$ cat src/rtl/register_bank.sv
// Register bank loaded byte-by-byte from a PC link with a staged commit, plus a fabric-side load.
// Optional staging timeout is enabled by defining REGISTER_BANK_TIMEOUT_EN.
module register_bank #(
    parameter int                      NUM_REGS       = 4,
    parameter int                      DATA_BYTES     = 4,
    parameter logic [8*DATA_BYTES-1:0] RESET_VALUE    = '0,
    parameter int                      TIMEOUT_CYCLES = 1024
) (
    input  logic                                clk,
    input  logic                                reset,
    input  logic                                write,
    input  logic [$clog2(NUM_REGS)-1:0]         write_sel,
    input  logic [$clog2(DATA_BYTES)-1:0]       write_byte,
    input  logic [7:0]                          write_data,
    input  logic                                write_done,
    input  logic [NUM_REGS-1:0]                 read_ack,
    input  logic [NUM_REGS-1:0]                 hw_write,
    input  logic [8*DATA_BYTES*NUM_REGS-1:0]    hw_data,
    input  logic                                err_clr,
    output logic [8*DATA_BYTES*NUM_REGS-1:0]    data,
    output logic [NUM_REGS-1:0]                 changed,
    output logic                                busy,
    output logic                                err,
    output logic                                dbg_state
);

    localparam int SEL_W  = $clog2(NUM_REGS);
    localparam int BYTE_W = $clog2(DATA_BYTES);
    localparam int W      = 8 * DATA_BYTES;

    // Handshake: write is sampled as a one-cycle byte strobe on each rising edge;
    // write_done commits whatever is staged (including a same-cycle byte). No back-pressure.
    typedef enum logic {
        IDLE  = 1'b0,
        STAGE = 1'b1
    } state_t;

    state_t                state_q, state_d;
    logic [SEL_W-1:0]      sel_q, sel_d;
    logic [W-1:0]          stage_q, stage_d;
    logic [DATA_BYTES-1:0] mask_q, mask_d;
    logic [W-1:0]          data_q [NUM_REGS];
    logic [W-1:0]          data_d [NUM_REGS];
    logic [NUM_REGS-1:0]   changed_q, changed_d;
    logic                  err_q, err_d;

    logic                  commit;
    logic                  discard;
    logic                  take_byte;
    logic                  timeout_hit;
    logic [W-1:0]          stage_n;
    logic [DATA_BYTES-1:0] mask_n;

`ifdef REGISTER_BANK_TIMEOUT_EN
    localparam int CNT_W = $clog2(TIMEOUT_CYCLES + 1);

    logic [CNT_W-1:0] cnt_q, cnt_d;
    logic             stage_quiet;

    always_comb begin
        stage_quiet = (state_q == STAGE) && !write && !write_done;
        timeout_hit = stage_quiet && (cnt_q == CNT_W'(TIMEOUT_CYCLES - 1));
        cnt_d       = '0;
        if (stage_quiet && !timeout_hit) begin
            cnt_d = cnt_q + 1'b1;
        end
    end

    always_ff @(posedge clk or posedge reset) begin
        if (reset) begin
            cnt_q <= '0;
        end else begin
            cnt_q <= cnt_d;
        end
    end
`else
    assign timeout_hit = 1'b0;
`endif

    always_comb begin
        state_d   = state_q;
        sel_d     = sel_q;
        err_d     = err_q & ~err_clr;
        changed_d = changed_q & ~read_ack;
        data_d    = data_q;
        commit    = 1'b0;
        discard   = 1'b0;
        take_byte = 1'b0;

        case (state_q)
            IDLE: begin
                if (write) begin
                    take_byte = 1'b1;
                    sel_d     = write_sel;
                    commit    = write_done;
                    state_d   = write_done ? IDLE : STAGE;
                end
            end
            STAGE: begin
                if (write && (write_sel != sel_q)) begin
                    discard = 1'b1;
                end else if (write || write_done) begin
                    take_byte = write;
                    commit    = write_done;
                    if (write_done) begin
                        state_d = IDLE;
                    end
                end else if (timeout_hit) begin
                    discard = 1'b1;
                end
            end
            default: state_d = IDLE;
        endcase

        // A fresh transaction starts from an empty mask regardless of leftover staging bytes.
        stage_n = stage_q;
        mask_n  = (state_q == IDLE) ? '0 : mask_q;
        if (take_byte) begin
            for (int b = 0; b < DATA_BYTES; b++) begin
                if (write_byte == BYTE_W'(b)) begin
                    stage_n[b*8 +: 8] = write_data;
                    mask_n[b]         = 1'b1;
                end
            end
        end
        stage_d = stage_n;
        mask_d  = mask_n;

        if (commit || discard) begin
            mask_d = '0;
        end
        if (discard) begin
            err_d   = 1'b1;
            state_d = IDLE;
        end

        // PC commit beats a fabric load on the same register.
        for (int i = 0; i < NUM_REGS; i++) begin
            if (commit && (sel_d == SEL_W'(i))) begin
                for (int b = 0; b < DATA_BYTES; b++) begin
                    if (mask_n[b]) begin
                        data_d[i][b*8 +: 8] = stage_n[b*8 +: 8];
                    end
                end
                changed_d[i] = 1'b1;
            end else if (hw_write[i]) begin
                data_d[i] = hw_data[i*W +: W];
            end
        end
    end

    always_ff @(posedge clk or posedge reset) begin
        if (reset) begin
            state_q   <= IDLE;
            sel_q     <= '0;
            stage_q   <= '0;
            mask_q    <= '0;
            changed_q <= '0;
            err_q     <= 1'b0;
            for (int i = 0; i < NUM_REGS; i++) begin
                data_q[i] <= RESET_VALUE;
            end
        end else begin
            state_q   <= state_d;
            sel_q     <= sel_d;
            stage_q   <= stage_d;
            mask_q    <= mask_d;
            changed_q <= changed_d;
            err_q     <= err_d;
            for (int i = 0; i < NUM_REGS; i++) begin
                data_q[i] <= data_d[i];
            end
        end
    end

    always_comb begin
        data = '0;
        for (int i = 0; i < NUM_REGS; i++) begin
            data[i*W +: W] = data_q[i];
        end
    end

    assign changed   = changed_q;
    assign busy      = (state_q == STAGE);
    assign err       = err_q;
    assign dbg_state = state_q;

endmodule

$ cat config.mk
export PLATFORM = sky130hd
export DESIGN_NAME = register_bank
export DESIGN_NICKNAME = d
export VERILOG_FILES = /design/src/rtl/register_bank.sv
export SDC_FILE = /design/constraint.sdc
export NUM_CORES = 1
export LEC_CHECK = 0
export CAP_MARGIN = 10
export CORE_MARGIN = 8
export CORE_UTILIZATION = 35
export CTS_CLUSTER_DIAMETER = 50
export DETAILED_ROUTE_END_ITERATION = 16
export PLACE_DENSITY = 0.61
export SKIP_CTS_REPAIR_TIMING = 1
export SLEW_MARGIN = 20
export SYNTH_ARGS = -nofsm -noshare
export SYNTH_HDL_FRONTEND = slang
export SYNTH_SLANG_ARGS = --single-unit
$ cat constraint.sdc
create_clock -name clk -period 13.7 [get_ports clk]
set_clock_uncertainty 0.05 [all_clocks]
set_input_delay 2.74 -clock clk [delete_from_list [all_inputs] [get_ports clk]]
set_output_delay 2.74 -clock clk [all_outputs]
set_load 0.02 [all_outputs]
==> Word level (Yosys, flattened, before mapping) <==
Index checks and enable logic that the tools add are counted.
W data, S select, Z words.
{ "op_classes": {"n_reduce_logical": 29, "n_mux": 47, "n_bitwise": 5, "n_eq_ne": 23} }
{ "ops": {"columns": ["cell", "n"], "rows": [
  ["$mux W32", 9],
  ["$mux W8", 8],
  ["$ne A2 B2 Y1 const B", 16],
  ["$reduce_and A2 Y1", 16],
  ["$mux W1", 22],
  ["$mux W4", 3],
  ["$eq A2 B2 Y1 const B", 4],
  ["$reduce_bool A2 Y1", 4],
  ["$pmux W1 S2", 3],
  ["$logic_and A1 B1 Y1", 5],
  ["$and A4 B4 Y4", 1],
  ["$eq A2 B1 Y1 const B", 2],
  ["$logic_not A2 Y1", 2],
  ["$mux W2", 2],
  ["$not A4 Y4", 1],
  ["$logic_or A1 B1 Y1", 2],
  ["$ne A2 B2 Y1", 1],
  ["$not A1 Y1", 2],
  ["$and A1 B1 Y1", 1]
]} }
{ "word_totals": {"wordCells": 126, "register_bits": 172, "in_bits": 153, "out_inout_bits": 135} }

==> Longest topological paths before layout <==
{ "depth": {"ltp_word": 7, "mapped_depth": 9, "mapped_depth_nobuf": 6} }

==> Worst setup path after synthesis <==
OpenSTA, ideal clock, no wires.
{ "synth_timing": {"kind": "input port to flip-flop", "from": "input port write", "to": "register data_q (netlist bit data[31])", "slack_ns": 9.087, "n_path_buf": 3, "setup_time_ns": 0.140, "required_ns": 13.510, "stages": 9, "t_arrival_ns": 4.422, "path_cell_list": "buf_6 nor2b_4 mux2i_4 inv_2 or3_1 buf_4 buf_6 a2111oi_0 a211oi_1"} }
{ "synth_via": {"word_cells_on_any_way": 21, "cone_classes": "eq/ne: 1; mux: 14; reduce/logical: 6"} }
{ "synth_rtl": {"columns": ["item", "line", "source"], "rows": [
  ["from (decl)", "11", "input logic write,"],
  ["$mux W2 *", "92", "if (write) begin"],
  ["$mux W2 *", "90", "case (state_q)"],
  ["via sel_d[0]", "39", "logic [SEL_W-1:0] sel_q, sel_d;"],
  ["$logic_not A2 Y1 *", "139", "if (commit && (sel_d == SEL_W'(i))) begin"],
  ["$logic_and A1 B1 Y1 *", "139", null],
  ["$ne A2 B2 Y1 (no source line) / $reduce_bool A2 Y1 (equally long branches)", null, null],
  ["$reduce_and A2 Y1 (no source line)", null, null],
  ["to (signal, indexed assignment)", "171", "data_q[i] <= data_d[i];"],
  ["to (decl)", "42", "logic [W-1:0] data_q [NUM_REGS];"]
]} }
Mark *: on every way through the listed nets, which the timed path passes. The rest lies on a longest branch. The select of a mux whose other input is x is not followed.
A chain may end at the register's enable or synchronous reset.

==> Worst setup path in the final report <==
{ "layout_timing": {"from": "input port write", "to": "register data_q (netlist bit data[28])"} }
The elaborated chain is that of the path after synthesis.

==> impl_metrics.csv <==
group,metric,value,unit
clock_tree,cts_root_buf,"clkbuf_16",
setup_path,crit_path_end_kind,"register",
clock_tree,cts-htree-levels,4,
final_layout,layout.cells.most_common,"clkdlybuf4s50_1",
setup_path,cp_max_fo,37,
global_route,antenna_found_initial,0,
sta,tns,0,ns
sta,report.final.slew_viol_count,0,
die,core,24200,um2
placement,place_area,11800,um2
final_layout,drive_gt1_frac,0.0862,
power_and_ir_drop,p_per_area,127,nW/um2
synthesis,synth_cell_types,40,
routing,finalWirelength,33100,um
routing,vias,7949,
global_route,grt_max_degree,106,
die,die_w,173,um
routing,drc,0,
placement,port_buffers,287,
setup_path,startpoint,"write",
sta,finalHoldViolations,0,
synthesis,yosysSeqAreaShare,0.500,
synthesis,synth_edf_count,0,
placement,place_ws,7.40,ns
routing,routed_via_density,5.27,
final_layout,layout_common_cells,"clkdlybuf4s50_1, dfrtp_1, inv_1, nor2_1, a211oi_1",
routing,wire_per_inst,21.9,um
placement,dp_hpwl,23700,um
routing,wl_met3,2130,um
setup_path,reg2reg_to,"data[0]$_DFFE_PP0P_",
die,start_util,0.355,
setup_path,timing.rr.start,"busy$_DFF_PP0_",
routing,drt_iter0_drc,470,
worst_hold_path,hp-start,"data[57]$_DFFE_PP0P_",
synthesis,postSynthAreaPerCell,9.50,um2
synthesis,yosys_warnings,0,
worst_hold_path,holdPathEnd,"data[57]$_DFFE_PP0P_",
die,rows,57,
global_route,overflow,0,
routing,m1WireLength,15000,um
power_and_ir_drop,power.total,1.58,mW
clock_tree,clockBufferDepth,2,
setup_path,reg2regPathDepth,5,
synthesis,synthCells,906,
synthesis,synth_area,8610,um2
synthesis,synth-async-reset-ratio,1.00,
setup_path,cp.required,13.93,ns
clock_tree,cts_tree,"yes",
die,die_area,29900,um2
sta,setup_viol,0,
power_and_ir_drop,peakVddDrop,0.0605,mV
clock_tree,cts_buffers,17,
setup_path,crit_type,"primary input to register",
worst_hold_path,hold_class,"register to register",
routing,antenna_left,0,
synthesis,synthFlopType,"dfrtp_1",
power_and_ir_drop,leakage,5.49,nW
sta,relSlewSlack,0.287,
global_route,grt_use_total,0.217,
die,ios,288,
final_layout,antennaDiodeCount,0,
synthesis,syn_nets,1059,
final_layout,nNetsFinal,1324,
sta,fin_ws,7.87,ns
placement,place.gp.congestion,0.835,
worst_hold_path,hold_depth,2,
setup_path,arrival,6.05,ns
global_route,grt_pass1_wl,50500,um
job,drv_cap,0,
die,die_height,173,um
routing,maxUsedRoutingLayer,"met4",
sta,post-route-period-util,0.425,
final_layout,area_growth,44.4,%
global_route,grt_pass1_vias,8344,
setup_path,worstSetupStartpointType,"primary input",
outcome,status,"finished, final reports clean",
sta,rsz0062_at_grt,"no",
routing,first_pass_iters,4,
sta,worst_slew_pin_slew,1.07,ns
setup_path,rrSetupSlack,10.17,ns
clock_tree,clk_pin_slew_worst_paths,0.07,ns
routing,wl_met2,15300,um
final_layout,postLayoutCellArea,12400,um2
clock_tree,clk_latency,0.43,ns
sta,min_period,5.83,ns
clock_tree,cts.sinks,172,
synthesis,ys_seq_elements,172,
sta,clock.fmax,172,MHz
## where the power goes
group / internal (mW) / switching [mW] / total, mW
clock network: 0.278 / 0.224 / 0.501
registers: 0.583 / 0.0443 / 0.627
logic: 0.199 / 0.249 / 0.449
total: 1.06 / 0.518 / 1.58
## synthesized netlist by cell type, types with 4 or more instances
cell / n / share of area
dfrtp_1: 172 / 0.50
inv_1: 137 / 0.060
nor2_1: 134 / 0.058
a211oi_1: 128 / 0.11
nor4_1: 96 / 0.070
and3_1: 33 / 0.024
clkbuf_1: 33 / 0.014
a2111oi_0: 28 / 0.028
a21boi_0: 24 / 0.021
or2_2: 24 / 0.017
buf_2: 19 / 0.011
a21o_1: 8 / 0.0070
mux2i_1: 8 / 0.0093
o21ai_0: 8 / 0.0047
mux2i_2: 6 / 0.0096
nand2_1: 5 / 0.0022
a2111oi_2: 4 / 0.0070
## metrics by stage
step / hold slack [ns] / cells / utilization
floorplan: 0.449 / 906 / -
global placement: 0.455 / 1475 / 0.488
detailed placement: 0.458 / 1475 / 0.488
CTS: 0.471 / 1506 / 0.512
global route: 0.486 / 1507 / 0.513
finish: 0.469 / 1507 / 0.513
## worst max-delay path by stage
stage,slack [ns],end,cells after the start
global placement,7.44,data[28]$_DFFE_PP0P_,7
detailed placement,7.40,data[28]$_DFFE_PP0P_,7
floorplan,6.25,busy$_DFF_PP0_,1
global route,7.66,data[28]$_DFFE_PP0P_,7
finish,7.87,data[28]$_DFFE_PP0P_,7
CTS,7.85,data[28]$_DFFE_PP0P_,7
## routing by layer
| layer | global-route usage | up-vias |
|---|---|---|
| li1 | - | 3786 |
| met1 | 0.287 | 3851 |
| met2 | 0.337 | 273 |
| met3 | 0.0616 | 39 |
| met4 | 0.0701 | 0 |
| met5 | 0 | - |
## registers in the layout (all words and copies together), names as in the netlist
signal / cells
busy: 1
err: 1
sel_q: 2
mask_q: 4
stage_q: 32
changed: 4
data: 128
## cell families after synthesis
family | Yosys count | synth area share
AND/OR/NAND/NOR | 302 | 0.182
AO/OA/AOI/OAI | 217 | 0.197
buffers and inverters | 194 | 0.0900
flip-flops | 172 | 0.500
multiplexers | 17 | 0.0267
XOR/XNOR | 4 | 0.00407
## critical path, cell delays in order
cell and delay, ns:
clkdlybuf4s50_1 0.64, nor2b_4 0.26, mux2i_4 0.38, inv_2 0.14, or3_2 0.91, a2111oi_0 0.87, a211oi_1 0.10
## final cells by class
class                      count  area [um2]
clock buffer                  18         439
clock inverter                13         154
fill                        2256       11800
inverter                     138         523
multi-input combinational    540        3620
sequential                   172        4300
tap                          324         405
timing repair buffer         302        2990
(Power assumes the default switching activity.)
